<file path="config.mk">
export PLATFORM = sky130hd
export DESIGN_NAME = axis_eth_fcs_check_64
export DESIGN_NICKNAME = d
export VERILOG_FILES = /design/src/rtl/axis_eth_fcs_check_64.sv
export SDC_FILE = /design/constraint.sdc
export NUM_CORES = 1
export LEC_CHECK = 0
export ABC_AREA = 1
export BUFFER_PORTS_ARGS = -buffer_cell sky130_fd_sc_hd__buf_2
export CORE_MARGIN = 1
export CORE_UTILIZATION = 25
export DETAILED_ROUTE_END_ITERATION = 10
export HOLD_SLACK_MARGIN = 0.1
export PLACE_DENSITY = 0.37
export SLEW_MARGIN = 0
export SYNTH_ARGS = -nofsm -noshare
export SYNTH_HDL_FRONTEND = slang
export SYNTH_SLANG_ARGS = --single-unit
</file>
<file path="constraint.sdc">
create_clock -name clk -period 9.2 [get_ports clk]
set_input_delay 0.46 -clock clk [delete_from_list [all_inputs] [get_ports clk]]
set_output_delay 0.46 -clock clk [all_outputs]
set_load 0.03 [all_outputs]
</file>
<file path="src/rtl/axis_eth_fcs_check_64.sv">
// AXI-Stream Ethernet FCS checker, 64-bit datapath.
// Runs CRC-32 over every received byte, strips the trailing 4-byte FCS,
// and flags bad frames on the last output beat and with a status pulse.
// Output is delayed by one beat so that the FCS bytes can be trimmed off
// the tail before the last payload beat leaves.

module axis_eth_fcs_check_64 (
  input  logic        clk,
  input  logic        rst,

  input  logic [63:0] s_axis_tdata,
  input  logic [7:0]  s_axis_tkeep,
  input  logic        s_axis_tvalid,
  output logic        s_axis_tready,
  input  logic        s_axis_tlast,
  input  logic        s_axis_tuser,

  output logic [63:0] m_axis_tdata,
  output logic [7:0]  m_axis_tkeep,
  output logic        m_axis_tvalid,
  input  logic        m_axis_tready,
  output logic        m_axis_tlast,
  output logic        m_axis_tuser,

  output logic        status_error_bad_fcs
);

  localparam logic [31:0] CrcInit     = 32'hFFFF_FFFF;
  localparam logic [31:0] CrcResidue  = 32'hDEBB_20E3;
  // Reflected form of 32'h04C11DB7.
  localparam logic [31:0] CrcPolyRefl = 32'hEDB8_8320;

  typedef enum logic [1:0] {
    StIdle,  // hold register empty
    StHold,  // one full beat waiting in the hold register
    StTail   // trimmed last beat waiting for the output slot
  } state_e;

  state_e      state_q, state_d;
  logic [63:0] hold_data_q, hold_data_d;
  logic [63:0] tail_data_q, tail_data_d;
  logic [7:0]  tail_keep_q, tail_keep_d;
  logic        tail_user_q, tail_user_d;
  logic [31:0] crc_q, crc_d;

  logic [63:0] m_data_q, m_data_d;
  logic [7:0]  m_keep_q, m_keep_d;
  logic        m_valid_q, m_valid_d;
  logic        m_last_q, m_last_d;
  logic        m_user_q, m_user_d;
  logic        status_q, status_d;

  logic        out_free;
  logic        accept;
  logic [3:0]  beat_bytes;
  logic [31:0] crc_next;
  logic        fcs_bad;

  // Byte-serial reflected CRC over the first nbytes lanes; equivalent to the
  // 8/16/.../64-bit wide LFSR steps selected by the number of valid lanes.
  function automatic logic [31:0] crc_update(input logic [31:0] crc_in,
                                             input logic [63:0] data,
                                             input logic [3:0]  nbytes);
    logic [31:0] c;
    c = crc_in;
    for (int i = 0; i < 8; i++) begin
      if (i < int'(nbytes)) begin
        c = c ^ {24'h0, data[8*i +: 8]};
        for (int b = 0; b < 8; b++) begin
          c = c[0] ? ((c >> 1) ^ CrcPolyRefl) : (c >> 1);
        end
      end
    end
    return c;
  endfunction

  // tkeep is contiguous from lane 0, so the popcount is the byte count.
  function automatic logic [3:0] keep_count(input logic [7:0] keep);
    logic [3:0] n;
    n = '0;
    for (int i = 0; i < 8; i++) begin
      n = n + {3'b000, keep[i]};
    end
    return n;
  endfunction

  assign out_free      = !m_valid_q || m_axis_tready;
  assign s_axis_tready = out_free && (state_q != StTail);
  assign accept        = s_axis_tvalid && s_axis_tready;

  assign beat_bytes = s_axis_tlast ? keep_count(s_axis_tkeep) : 4'd8;
  assign crc_next   = crc_update(crc_q, s_axis_tdata, beat_bytes);
  assign fcs_bad    = (crc_next != CrcResidue);

  // Next-state, hold/tail staging and output-slot loading.
  always_comb begin
    state_d     = state_q;
    hold_data_d = hold_data_q;
    tail_data_d = tail_data_q;
    tail_keep_d = tail_keep_q;
    tail_user_d = tail_user_q;
    crc_d       = crc_q;
    m_data_d    = m_data_q;
    m_keep_d    = m_keep_q;
    m_valid_d   = m_valid_q && !m_axis_tready;
    m_last_d    = m_last_q;
    m_user_d    = m_user_q;
    status_d    = 1'b0;

    if (accept) begin
      crc_d = s_axis_tlast ? CrcInit : crc_next;
      unique case (state_q)
        StIdle: begin
          if (!s_axis_tlast) begin
            hold_data_d = s_axis_tdata;
            state_d     = StHold;
          end else if (beat_bytes >= 4'd5) begin
            // Single-beat frame: payload bytes sit in the low lanes.
            tail_data_d = s_axis_tdata;
            tail_keep_d = 8'hFF >> (4'd12 - beat_bytes);
            tail_user_d = s_axis_tuser || fcs_bad;
            status_d    = fcs_bad;
            state_d     = StTail;
          end else begin
            // Runt: no payload at all, pass one byte marked bad.
            m_data_d  = {56'h0, s_axis_tdata[7:0]};
            m_keep_d  = 8'h01;
            m_valid_d = 1'b1;
            m_last_d  = 1'b1;
            m_user_d  = 1'b1;
          end
        end
        StHold: begin
          m_data_d  = hold_data_q;
          m_valid_d = 1'b1;
          if (!s_axis_tlast) begin
            m_keep_d    = 8'hFF;
            m_last_d    = 1'b0;
            m_user_d    = 1'b0;
            hold_data_d = s_axis_tdata;
          end else if (beat_bytes <= 4'd4) begin
            // Whole last beat is FCS; the rest of it lives in the held beat.
            m_keep_d = 8'hFF >> (4'd4 - beat_bytes);
            m_last_d = 1'b1;
            m_user_d = s_axis_tuser || fcs_bad;
            status_d = fcs_bad;
            state_d  = StIdle;
          end else begin
            m_keep_d    = 8'hFF;
            m_last_d    = 1'b0;
            m_user_d    = 1'b0;
            tail_data_d = s_axis_tdata;
            tail_keep_d = 8'hFF >> (4'd12 - beat_bytes);
            tail_user_d = s_axis_tuser || fcs_bad;
            status_d    = fcs_bad;
            state_d     = StTail;
          end
        end
        default: ;
      endcase
    end else if (state_q == StTail && out_free) begin
      m_data_d  = tail_data_q;
      m_keep_d  = tail_keep_q;
      m_valid_d = 1'b1;
      m_last_d  = 1'b1;
      m_user_d  = tail_user_q;
      state_d   = StIdle;
    end
  end

  // State and datapath registers with synchronous reset.
  always_ff @(posedge clk) begin
    if (rst) begin
      state_q     <= StIdle;
      hold_data_q <= '0;
      tail_data_q <= '0;
      tail_keep_q <= '0;
      tail_user_q <= 1'b0;
      crc_q       <= CrcInit;
      m_data_q    <= '0;
      m_keep_q    <= '0;
      m_valid_q   <= 1'b0;
      m_last_q    <= 1'b0;
      m_user_q    <= 1'b0;
      status_q    <= 1'b0;
    end else begin
      state_q     <= state_d;
      hold_data_q <= hold_data_d;
      tail_data_q <= tail_data_d;
      tail_keep_q <= tail_keep_d;
      tail_user_q <= tail_user_d;
      crc_q       <= crc_d;
      m_data_q    <= m_data_d;
      m_keep_q    <= m_keep_d;
      m_valid_q   <= m_valid_d;
      m_last_q    <= m_last_d;
      m_user_q    <= m_user_d;
      status_q    <= status_d;
    end
  end

  assign m_axis_tdata         = m_data_q;
  assign m_axis_tkeep         = m_keep_q;
  assign m_axis_tvalid        = m_valid_q;
  assign m_axis_tlast         = m_last_q;
  assign m_axis_tuser         = m_user_q;
  assign status_error_bad_fcs = status_q;

endmodule

</file>
==> results.cfg <==
[run_status]
status = finished, final reports clean

[timing]
rsz0062_at_grt = yes
drv_slew = 0
worst_slack_ns = 0.0987
fmaxAchievable_mhz = 110
finalCriticalPeriod_ns = 9.10
finalClockSkew_ns = 0.0178
hold_viol_final = 0
setup_violations = 0
relSlewSlack_pct = 33.1
tightest_slew_ns = 1.00
fin_crit_sh_pct = 98.9
setup_tns_ns = 0

[global_route]
grt_first_pass_wirelength_mm = 194
grt_pass1_vias = 29800
grt_max_degree = 147
grt.total_usage_pct = 25.6
grt_overflow = 0
antenna_found_initial = 0

[clock_network]
clkTransAtPathRegs_ns = 0.07
tritoncts = built
cts-htree-levels = 1
clk_path_buf_depth = 3
cts.hold.buffers_added = 0
ctsRootBufferMaster = clkbuf_16
worstSkewPairLatency_ns = 0.62
cts_sinks = 247
cts_made_buffers = 30

[cells_and_area]
multi_input_area_um2 = 19900
drive_above_1_share_pct = 32.2
seq_area_um2 = 4940
fill_cells = 11000
areaGrowthSynthToFinish_pct = 46.4
nNetsFinal = 5440

[synthesis]
syn_avg_cell_area_um2 = 5.49
synth_area_leaders = nand2_1 30%, dfxtp_1 20%, nand3_1 16%, o21ai_0 5.4%, a21oi_1 4.5%
synthArstFlopShare_pct = 0
ys_ff_latch = 247
synth-seq-area-share_pct = 20.0
synth_top_area_share_pct = 29.7
syn_nets = 4598
ys_warn_count = 0
yosys.area.top_type = nand2_1
synth_cell_types = 45
synth_edf_count = 0
netlist_area_um2 = 24800
synthFlopType = dfxtp_1
syn_inst = 4508

[worst_setup_path]
arrival_ns = 9.61
path_max_fanout = 7
worst_path_largest_cell_delay_ns = 0.54
crit_start = s_axis_tkeep[0]
critPathTopFamily = simple AND/OR/NAND/NOR gates
critPathSlowestCell = fa_1
end_kind = flip-flop
critical_path_class = in2reg
rr_startpoint = crc_q[7]
crit_required_ns = 9.71
timing.critical_path.buf_inv = 13
critical_path.startpoint_type = input pin
cpMostUsedCell = nand2_1

[floorplan]
start_util_pct = 25.2
die_h_um = 317
die-area_um2 = 100000
die_x_um = 317
core_area_um2 = 98300
ios = 155
num_rows = 115

[detailed_routing]
dr.first_iter.drc_count = 2463
drc_errors = 0
avgRoutedWirePerCell_um = 19.9
vias_per_cell = 4.88
routed_wl_mm = 133
via_count = 32500
firstDrtPassIters = 6
antenna_left = 0

[placement]
dp_slack_ns = -1.05
io_buffers = 154
dp_hpwl_mm = 108
place.gp.congestion = 0.919

[worst_hold_path]
hold_class = in2reg
holdCritStartpoint = s_axis_tdata[35]

[run]
cap_violations = 0
## stage by stage
| step | instances | util (%) | hold WS (ns) | cell area (um^2) |
|---|---|---|---|---|
| global route | 6660 | 36.9 | 0.179 | 36200 |
| detailed placement | 6550 | 33.2 | 0.460 | 32600 |
| floorplan | 4508 | - | 0.440 | 24800 |
| finish | 6662 | 36.9 | 0.185 | 36200 |
| CTS | 6619 | 35.0 | 0.148 | 34400 |
| global placement | 6550 | 33.2 | 0.453 | 32600 |
## Yosys cell counts (3+ instances only)
cell      number
a21boi_0       3
nand2_2      154
buf_2         21
buf_4         12
o22ai_1       13
buf_6         11
nand2_1     1958
o21ai_1       13
ha_1           8
a31oi_1       13
inv_2         27
nor2_2         6
xnor2_1       17
nand3b_1       3
nand3_4        4
nor2_1        58
o21ai_2        3
xor2_1        41
fa_1           4
nand3_1      794
nand3_2       76
clkbuf_1     112
a21oi_1      223
inv_4          4
or2_2          5
a22oi_1       57
nand2_4       23
nor2_4         7
nand4_1       21
dfxtp_1      247
buf_1         16
clkinv_1       3
o21ai_0      267
inv_1        270
## tightest hold or removal path: cells and delay by family
family	cells	cell delay (ns)
buf+inv	2	0.18
compound gates	1	0.12
## layer usage
metal | GRT usage [%] | wire, um
met2 | 43.1 | 61500
met1 | 36.1 | 63800
met5 | 0 | 0
met4 | 4.43 | 2760
met3 | 1.82 | 4880
## worst paths after layout
kind,end,slack (ns),cells after the start
max,tail_user_q,0.1,73
min,tail_data_q[35],0.18,3
max reg2reg,tail_user_q,1.59,67
min reg2reg,tail_keep_q[2],0.47,2
## repair_timing
action,CTS,global route
gates cloned,1,1
setup endpoints to repair,12,35
resized for setup,150,361
pin swaps,28,83
setup buffers,13,40
## cell type report
cell class / instances / share of cell area [%]
clock inverter: 18 / 0.777
inverter: 304 / 3.22
multi-input combinational: 3784 / 55.0
tap: 1287 / 4.44
clock buffer: 37 / 2.25
sequential: 247 / 13.6
antenna: 2 / 0.0138
timing repair buffer: 983 / 20.7
## cell families (layout without fill, tap and decap cells)
kind of cell               Yosys count  in the layout  synth area share, %
AOI/OAI and AO/OA                  599            599                 13.0
other                                0              2                    0
and+or+nand+nor                   3114           3115                 56.3
xor gates and xnor gates            58             58                 2.05
adders and majority gates           12             12                0.728
buffers and inverters              478           1342                 7.96
DFF                                247            247                 20.0
## placed cells by master (no fill, tap or decap), types with 4 or more instances in the layout
cell type | netlist | final
nor2_2 | 6 | 7
or2_2 | 5 | 5
inv_2 | 27 | 33
buf_12 | 0 | 36
ha_1 | 8 | 7
xor2_1 | 41 | 38
nand2_1 | 1958 | 1754
o21ai_2 | 3 | 12
a22oi_1 | 57 | 57
nand2_4 | 23 | 96
inv_4 | 4 | 6
bufinv_16 | 0 | 6
fa_1 | 4 | 4
clkinv_2 | 0 | 7
o21ai_1 | 13 | 8
dfxtp_1 | 247 | 247
nand3_4 | 4 | 42
nand2_2 | 154 | 285
nand3_1 | 794 | 658
o21ai_0 | 267 | 260
clkbuf_16 | 0 | 30
buf_6 | 11 | 4
nor2_1 | 58 | 51
nand3_2 | 76 | 174
inv_1 | 270 | 261
xnor2_1 | 17 | 14
nor2_4 | 7 | 13
a31oi_1 | 13 | 13
buf_4 | 12 | 787
buf_2 | 21 | 154
nand4_1 | 21 | 21
a21oi_1 | 223 | 219
o22ai_1 | 13 | 13
clkbuf_8 | 0 | 4
## flip-flops by register name, indices dropped and copies added (netlist names)
name and cells:
m_axis_tdata 64, m_axis_tvalid 1, tail_user_q 1, state_q 2, status_error_bad_fcs 1, hold_data_q 64, tail_keep_q 8, crc_q 32
tail_data_q 64, m_axis_tlast 1, m_axis_tkeep 8, m_axis_tuser 1
Power is left out: the tool's default activity adds up to more than one toggle a clock period on the data nets, which glitch-free logic cannot reach.
